==> src/rtl/alu_rs_pkg.sv <==
// Shared constants for the ALU reservation station: opcode encodings, tag widths,
// default sizes, the per-entry payload type and the CDB snoop helper.
package alu_rs_pkg;

  localparam int TYPE_BIT      = 4;
  localparam int ROB_INDEX_BIT = 4;
  localparam int RS_SIZE_DEF   = 8;
  localparam int AGE_BIT_DEF   = 4;

  typedef enum logic [TYPE_BIT-1:0] {
    OP_NOP = 4'd0,
    OP_ADD = 4'd1,
    OP_SUB = 4'd2,
    OP_AND = 4'd3,
    OP_OR  = 4'd4,
    OP_XOR = 4'd5,
    OP_SLL = 4'd6,
    OP_SRL = 4'd7,
    OP_SLT = 4'd8
  } alu_op_e;

  typedef struct packed {
    logic [TYPE_BIT-1:0]      op;
    logic [31:0]              vj;
    logic [31:0]              vk;
    logic [ROB_INDEX_BIT-1:0] qj;
    logic [ROB_INDEX_BIT-1:0] qk;
    logic                     j_rdy;
    logic                     k_rdy;
    logic [ROB_INDEX_BIT-1:0] rob_id;
  } rs_entry_t;

  typedef struct packed {
    logic        rdy;
    logic [31:0] val;
  } opnd_t;

  // A not-ready operand picks up its value from whichever CDB carries its tag;
  // ALU broadcast wins if both match (they never should).
  function automatic opnd_t cdb_snoop(
    input logic                     rdy,
    input logic [ROB_INDEX_BIT-1:0] tag,
    input logic [31:0]              val,
    input logic                     alu_v,
    input logic [ROB_INDEX_BIT-1:0] alu_id,
    input logic [31:0]              alu_val,
    input logic                     lsb_v,
    input logic [ROB_INDEX_BIT-1:0] lsb_id,
    input logic [31:0]              lsb_val
  );
    opnd_t res;
    res.rdy = rdy;
    res.val = val;
    if (!rdy && alu_v && (alu_id == tag)) begin
      res.rdy = 1'b1;
      res.val = alu_val;
    end else if (!rdy && lsb_v && (lsb_id == tag)) begin
      res.rdy = 1'b1;
      res.val = lsb_val;
    end
    return res;
  endfunction

endpackage

==> src/rtl/alu_rs_select.sv <==
// Dispatch picker: one-hot grant among eligible entries.
// RS_OLDEST_FIRST_EN selects the oldest (ties to lowest index); otherwise lowest index.
module rs_select
  import alu_rs_pkg::*;
#(
  parameter int N       = RS_SIZE_DEF,
  parameter int AGE_BIT = AGE_BIT_DEF
) (
  input  logic [N-1:0]         i_eligible,
`ifdef RS_OLDEST_FIRST_EN
  input  logic [N*AGE_BIT-1:0] i_ages,
`endif
  output logic [N-1:0]         o_grant,
  output logic                 o_valid
);

  assign o_valid = |i_eligible;

`ifdef RS_OLDEST_FIRST_EN
  localparam int IDX_W = (N > 1) ? $clog2(N) : 1;

  logic [IDX_W-1:0]   w_best_idx;
  logic [AGE_BIT-1:0] w_best_age;
  logic               w_found;

  // Strict greater-than keeps the lowest index on equal ages.
  always_comb begin
    w_best_idx = '0;
    w_best_age = '0;
    w_found    = 1'b0;
    o_grant    = '0;
    for (int i = 0; i < N; i++) begin
      if (i_eligible[i] && (!w_found || (i_ages[i*AGE_BIT +: AGE_BIT] > w_best_age))) begin
        w_found    = 1'b1;
        w_best_age = i_ages[i*AGE_BIT +: AGE_BIT];
        w_best_idx = IDX_W'(i);
      end
    end
    if (w_found) o_grant[w_best_idx] = 1'b1;
  end
`else
  assign o_grant = i_eligible & (-i_eligible);
`endif

endmodule

==> src/rtl/alu_rs.sv <==
// ALU reservation station: issue into lowest free slot, CDB wakeup, one dispatch per cycle.
// Optional macro RS_OLDEST_FIRST_EN adds per-entry age counters and oldest-first dispatch.
module alu_rs
  import alu_rs_pkg::*;
#(
  parameter int RS_SIZE = RS_SIZE_DEF,
  parameter int AGE_BIT = AGE_BIT_DEF
) (
  input  logic                     clk_in,
  input  logic                     rst_in,
  input  logic                     rdy_in,
  input  logic                     clear_in,
  input  logic                     issue_valid,
  input  logic [TYPE_BIT-1:0]      issue_type,
  input  logic [31:0]              issue_vj,
  input  logic [31:0]              issue_vk,
  input  logic [ROB_INDEX_BIT-1:0] issue_qj,
  input  logic [ROB_INDEX_BIT-1:0] issue_qk,
  input  logic                     issue_j_rdy,
  input  logic                     issue_k_rdy,
  input  logic [ROB_INDEX_BIT-1:0] issue_rob_id,
  output logic                     full,
  output logic                     alu_req,
  output logic [TYPE_BIT-1:0]      alu_type,
  output logic [31:0]              alu_r1,
  output logic [31:0]              alu_r2,
  output logic [ROB_INDEX_BIT-1:0] alu_rob_id,
  input  logic                     cdb_alu_valid,
  input  logic [ROB_INDEX_BIT-1:0] cdb_alu_rob_id,
  input  logic [31:0]              cdb_alu_value,
  input  logic                     cdb_lsb_valid,
  input  logic [ROB_INDEX_BIT-1:0] cdb_lsb_rob_id,
  input  logic [31:0]              cdb_lsb_value
);

  // Issue handshake: an issue is taken at a clock edge when issue_valid=1, full=0,
  // rdy_in=1 and clear_in=0; the producer must not rely on anything else.
  logic [RS_SIZE-1:0] r_busy;
  rs_entry_t          r_ent [RS_SIZE];

  logic [RS_SIZE-1:0] w_free_oh;
  logic [RS_SIZE-1:0] w_eligible;
  logic [RS_SIZE-1:0] w_grant;
  logic               w_grant_valid;
  logic               w_issue_ok;
  rs_entry_t          w_new;
  rs_entry_t          w_pick;
  opnd_t              w_new_j;
  opnd_t              w_new_k;
  opnd_t              w_wj [RS_SIZE];
  opnd_t              w_wk [RS_SIZE];

  assign full       = &r_busy;
  assign w_free_oh  = (~r_busy) & (-(~r_busy));
  assign w_issue_ok = issue_valid & ~full & ~clear_in;

  always_comb begin
    w_new_j = cdb_snoop(issue_j_rdy, issue_qj, issue_vj, cdb_alu_valid, cdb_alu_rob_id,
                        cdb_alu_value, cdb_lsb_valid, cdb_lsb_rob_id, cdb_lsb_value);
    w_new_k = cdb_snoop(issue_k_rdy, issue_qk, issue_vk, cdb_alu_valid, cdb_alu_rob_id,
                        cdb_alu_value, cdb_lsb_valid, cdb_lsb_rob_id, cdb_lsb_value);
    w_new.op     = issue_type;
    w_new.vj     = w_new_j.val;
    w_new.vk     = w_new_k.val;
    w_new.qj     = issue_qj;
    w_new.qk     = issue_qk;
    w_new.j_rdy  = w_new_j.rdy;
    w_new.k_rdy  = w_new_k.rdy;
    w_new.rob_id = issue_rob_id;
  end

  // Eligibility uses registered flags only, so a same-cycle write or wakeup waits a cycle.
  always_comb begin
    w_pick = '0;
    for (int i = 0; i < RS_SIZE; i++) begin
      w_eligible[i] = r_busy[i] & r_ent[i].j_rdy & r_ent[i].k_rdy;
      w_wj[i] = cdb_snoop(r_ent[i].j_rdy, r_ent[i].qj, r_ent[i].vj, cdb_alu_valid,
                          cdb_alu_rob_id, cdb_alu_value, cdb_lsb_valid, cdb_lsb_rob_id,
                          cdb_lsb_value);
      w_wk[i] = cdb_snoop(r_ent[i].k_rdy, r_ent[i].qk, r_ent[i].vk, cdb_alu_valid,
                          cdb_alu_rob_id, cdb_alu_value, cdb_lsb_valid, cdb_lsb_rob_id,
                          cdb_lsb_value);
      if (w_grant[i]) w_pick = r_ent[i];
    end
  end

`ifdef RS_OLDEST_FIRST_EN
  localparam logic [AGE_BIT-1:0] AGE_MAX = '1;

  logic [AGE_BIT-1:0]         r_age [RS_SIZE];
  logic [RS_SIZE*AGE_BIT-1:0] w_ages;

  always_comb begin
    for (int i = 0; i < RS_SIZE; i++) w_ages[i*AGE_BIT +: AGE_BIT] = r_age[i];
  end

  always_ff @(posedge clk_in or negedge rst_in) begin
    if (!rst_in) begin
      for (int i = 0; i < RS_SIZE; i++) r_age[i] <= '0;
    end else if (rdy_in) begin
      for (int i = 0; i < RS_SIZE; i++) begin
        if (w_issue_ok && w_free_oh[i]) r_age[i] <= '0;
        else if (r_busy[i] && (r_age[i] != AGE_MAX)) r_age[i] <= r_age[i] + 1'b1;
      end
    end
  end
`endif

  rs_select #(
    .N       (RS_SIZE),
    .AGE_BIT (AGE_BIT)
  ) u_select (
    .i_eligible (w_eligible),
`ifdef RS_OLDEST_FIRST_EN
    .i_ages     (w_ages),
`endif
    .o_grant    (w_grant),
    .o_valid    (w_grant_valid)
  );

  always_ff @(posedge clk_in or negedge rst_in) begin
    if (!rst_in) begin
      r_busy     <= '0;
      for (int i = 0; i < RS_SIZE; i++) r_ent[i] <= '0;
      alu_req    <= 1'b0;
      alu_type   <= '0;
      alu_r1     <= '0;
      alu_r2     <= '0;
      alu_rob_id <= '0;
    end else if (rdy_in) begin
      if (clear_in) begin
        r_busy  <= '0;
        alu_req <= 1'b0;
      end else begin
        alu_req <= w_grant_valid;
        if (w_grant_valid) begin
          alu_type   <= w_pick.op;
          alu_r1     <= w_pick.vj;
          alu_r2     <= w_pick.vk;
          alu_rob_id <= w_pick.rob_id;
        end
        for (int i = 0; i < RS_SIZE; i++) begin
          if (w_issue_ok && w_free_oh[i]) begin
            r_busy[i] <= 1'b1;
            r_ent[i]  <= w_new;
          end else if (r_busy[i]) begin
            if (w_grant[i]) r_busy[i] <= 1'b0;
            r_ent[i].vj    <= w_wj[i].val;
            r_ent[i].j_rdy <= w_wj[i].rdy;
            r_ent[i].vk    <= w_wk[i].val;
            r_ent[i].k_rdy <= w_wk[i].rdy;
          end
        end
      end
    end
  end

endmodule

==> config.mk <==
export PLATFORM = sky130hd
export DESIGN_NAME = alu_rs
export DESIGN_NICKNAME = d
export VERILOG_FILES = /design/src/rtl/alu_rs_pkg.sv /design/src/rtl/alu_rs_select.sv /design/src/rtl/alu_rs.sv
export SDC_FILE = /design/constraint.sdc
export NUM_CORES = 2
export LEC_CHECK = 0
export CORE_ASPECT_RATIO = 1.4
export CORE_MARGIN = 4
export CORE_UTILIZATION = 52
export CTS_CLUSTER_DIAMETER = 200
export DETAILED_ROUTE_END_ITERATION = 8
export PLACE_DENSITY = 0.71
export SLEW_MARGIN = 40
export SYNTH_ARGS = -nofsm -noshare
export SYNTH_HDL_FRONTEND = slang
export SYNTH_HIERARCHICAL = 1
export SYNTH_SLANG_ARGS = --single-unit
==> constraint.sdc <==
create_clock -name clk_in -period 7.8 [get_ports clk_in]
set_input_delay 1.56 -clock clk_in [delete_from_list [all_inputs] [get_ports clk_in]]
set_output_delay 1.56 -clock clk_in [all_outputs]
set_load 0.01 [all_outputs]
==> results.md <==
- Status: complete, but fails checks
- Failing checks: DRC
- Die H: 355.8 um
- Post-route cell area: 0.05076 mm2
- Post-Syn Instances: 5098
- Vias: 44430
- Final core utilization: 59.27%
- HP Class: flip-flop to flip-flop
- Routed WL: 183500 um
- Max Cap Viol: 0
- Clock skew: 0.03169 ns
- Leakage power: 22.53 nW
- Critical path peak fanout: 33
- Clock-pin slew on the worst setup and hold paths: 0.06 ns
- Placed instance area: 0.04803 mm2
- Dpl hpwl: 109800 um
- Skew-Pair Late Insertion Delay: 0.67 ns
- Critical path capture point type: flip-flop
- # DRC: 6
- Fillcell total: 7486
- Setup Fix Bufs, Post-CTS: 0
- Die width: 256.4 um
- Async SR Flop Fraction: 100.0%
- Post-route minimum period: 5.119 ns
- Inst Count DP: 5981
- Period utilisation layout: 65.63%
- Remaining antenna violation count after routing: 0
- CTS max path bufs: 3
- Ys Warns: 6
- Area of the die: 0.09122 mm2
- CTS resizes: 0
- Vias in the first global route: 43380
- GRT Util Overall: 38.74%
- CTS tree: done
- Final GP Congestion: 0.9818
- Number of CTS-inserted buffers: 79
- Multi-input logic area: 0.02372 mm2
- DR WL/cell: 29.90 um
- F_max: 0.1953 GHz
- Crit Path Category: primary input to flip-flop
- CP Launch Type: primary input
- Yosys cell types: 84
- Worst rel slew slack: 38.26%
- Final hold viol count: 0
- Largest net degree at the start of global routing: 155
- Share of cells above drive strength 1: 12.20%
- Storage cell area: 0.01844 mm2
- Total power: 0.01284 W
- FP Rows: 127
- Most common cell after layout, fill and taps aside: dfrtp_1
- Core area: 0.08565 mm2
- Worst VDD drop: 0.1991 mV
- Htree depth: 3
- Post-DR vias/cell: 7.240
- Required @ worst endpoint: 8.34 ns
- Area delta synth->final: 13.00%
- Setup TNS: 0 ns
- Global-route wire length before repair: 273100 um
- Post-synth EDFFs: 0
- Worst endpoint data arrival time: 5.66 ns
- Clock tree sinks: 737
- Clk root buf: clkbuf_16
- CTS Hold Bufs: 0
- Port Buf Inserts: 234
- Pre-antenna DRT Iters: 9
- Synthesized Nets: 5259
- Mean area per synthesized cell: 8.812 um2
- Most frequent cells in the layout: 737 x dfrtp_1, 552 x nand2_1, 420 x nor2_1, 284 x o21ai_0, 280 x a21oi_1
- Worst slew pin tran: 0.9261 ns
- Synthesized area: 0.04492 mm2
- Seq/Total Area, Yosys: 41.05%
- Number of top-level pins: 235
- Yosys reg bits: 737
- # setup viols final: 0
- RSZ-0062 raised after global routing: false
- Synth Flop Type: dfrtp_1
- Initial DRC Count: 6489
- Max Slew Vio Count: 0
- Initial antenna violation count: 14
- Pwr per Cell Area: 253.0 mW/mm2
- Non-filler instance count after layout: 6137
- Starting Density: 52.45%
- # nets final: 5132
- Gr ovfl total: 0
[per-layer routing]
layer	share of wire, %	global-route usage (%)	wire (um)
met5	0.019	0	35
met4	8.0	26.31	14710
met3	13	11.01	23180
met2	43	58.65	79490
met1	36	48.25	66100
[kinds of logic after synthesis]
family / Yosys count / synth area share (%)
compound gates: 1645 / 25.73
xor+xnor: 94 / 1.849
buf+inv: 805 / 7.158
flops: 737 / 41.05
mux: 453 / 10.69
simple gates: 1364 / 13.52
[flip-flops by register name, summed over array words and instances, names as in the netlist]
name and cells:
r_busy 8, alu_rob_id 4, r_ent 656, alu_req 1, alu_r1 32, alu_type 4, alu_r2 32
[where the power goes]
group	switching (W)	internal [W]
logic	0.00218	0.00152
clock network	0.00168	0.00224
registers	0.000542	0.00468
total	0.00441	0.00844
[per-stage QoR]
stage	hold slack [ns]	setup slack (ns)
global route	0.4899	2.778
finish	0.4670	2.681
floorplan	0.4394	4.215
global placement	0.4497	2.031
CTS	0.4698	2.822
detailed placement	0.4561	2.128
[area by class of cell]
| cell class | instances | share of cell area, % |
|---|---|---|
| clock buffers | 116 | 4.589 |
| repair buffers | 409 | 7.651 |
| diodes | 10 | 0.04930 |
| well taps | 1096 | 2.701 |
| inverters | 188 | 1.395 |
| clock inverters | 25 | 0.5644 |
| multi-input cells | 3556 | 46.72 |
| flip-flops and latches | 737 | 36.33 |
[worst max-delay path: stages]
cell	delay [ns]
clkdlybuf4s50_1	0.78
xnor2_1	0.39
nand3_2	0.72
o21ai_4	0.37
buf_4	0.53
o22ai_4	0.26
buf_8	0.23
buf_16	0.16
buf_4	0.17
a221oi_1	0.33
mux2i_1	0.12
[synthesized netlist by cell type (all sizes together), types with 5 or more instances]
| library cell | instances | area (um2) |
|---|---|---|
| dfrtp | 737 | 18440 |
| nand2 | 558 | 2097 |
| clkbuf | 457 | 1715 |
| nor2 | 427 | 1608 |
| o21ai | 313 | 1567 |
| a21oi | 281 | 1406 |
| mux2i | 242 | 2426 |
| mux2 | 211 | 2376 |
| o31ai | 206 | 1551 |
| a221o | 199 | 1992 |
| inv | 187 | 704.4 |
| buf | 160 | 792.0 |
| a221oi | 112 | 980.9 |
| a22oi | 109 | 818.3 |
| o22ai | 106 | 663.1 |
| a31oi | 98 | 613.1 |
| nor3 | 89 | 465.5 |
| and3 | 78 | 489.2 |
| nand4 | 67 | 419.2 |
| xor2 | 49 | 429.2 |
| a222oi | 48 | 480.5 |
| xnor2 | 45 | 401.6 |
| a31o | 36 | 315.3 |
| nor4 | 35 | 240.2 |
| o2bb2ai | 35 | 306.5 |
| a311oi | 32 | 280.3 |
| nor2b | 21 | 131.4 |
| nand4b | 18 | 157.7 |
| nand2b | 17 | 106.4 |
| nand3 | 17 | 85.08 |
| a211oi | 15 | 112.6 |
| a21o | 14 | 105.1 |
| a21boi | 11 | 82.58 |
| and2 | 8 | 51.31 |
| or3 | 7 | 43.79 |
| o2111ai | 5 | 43.79 |
[final timing paths]
path                                              from                         to  slack, ns  cells past startpoint
worst max-delay path                 cdb_alu_rob_id[1]     r_ent[272]$_DFFE_PN0P_       2.68                     11
worst min-delay path            r_ent[249]$_DFFE_PN0P_     r_ent[249]$_DFFE_PN0P_       0.47                      2
worst max register to register   r_busy[1]$_DFFE_PN0P_     alu_r2[30]$_DFFE_PN0P_       3.53                      9
worst min register to register  r_ent[249]$_DFFE_PN0P_     r_ent[249]$_DFFE_PN0P_       0.47                      2
max in group asynchronous                       rst_in     alu_r2[25]$_DFFE_PN0P_       5.36                      4
min in group asynchronous                       rst_in  alu_rob_id[1]$_DFFE_PN0P_       0.82                      1
No activity file was read; power rests on OpenSTA's default activity.
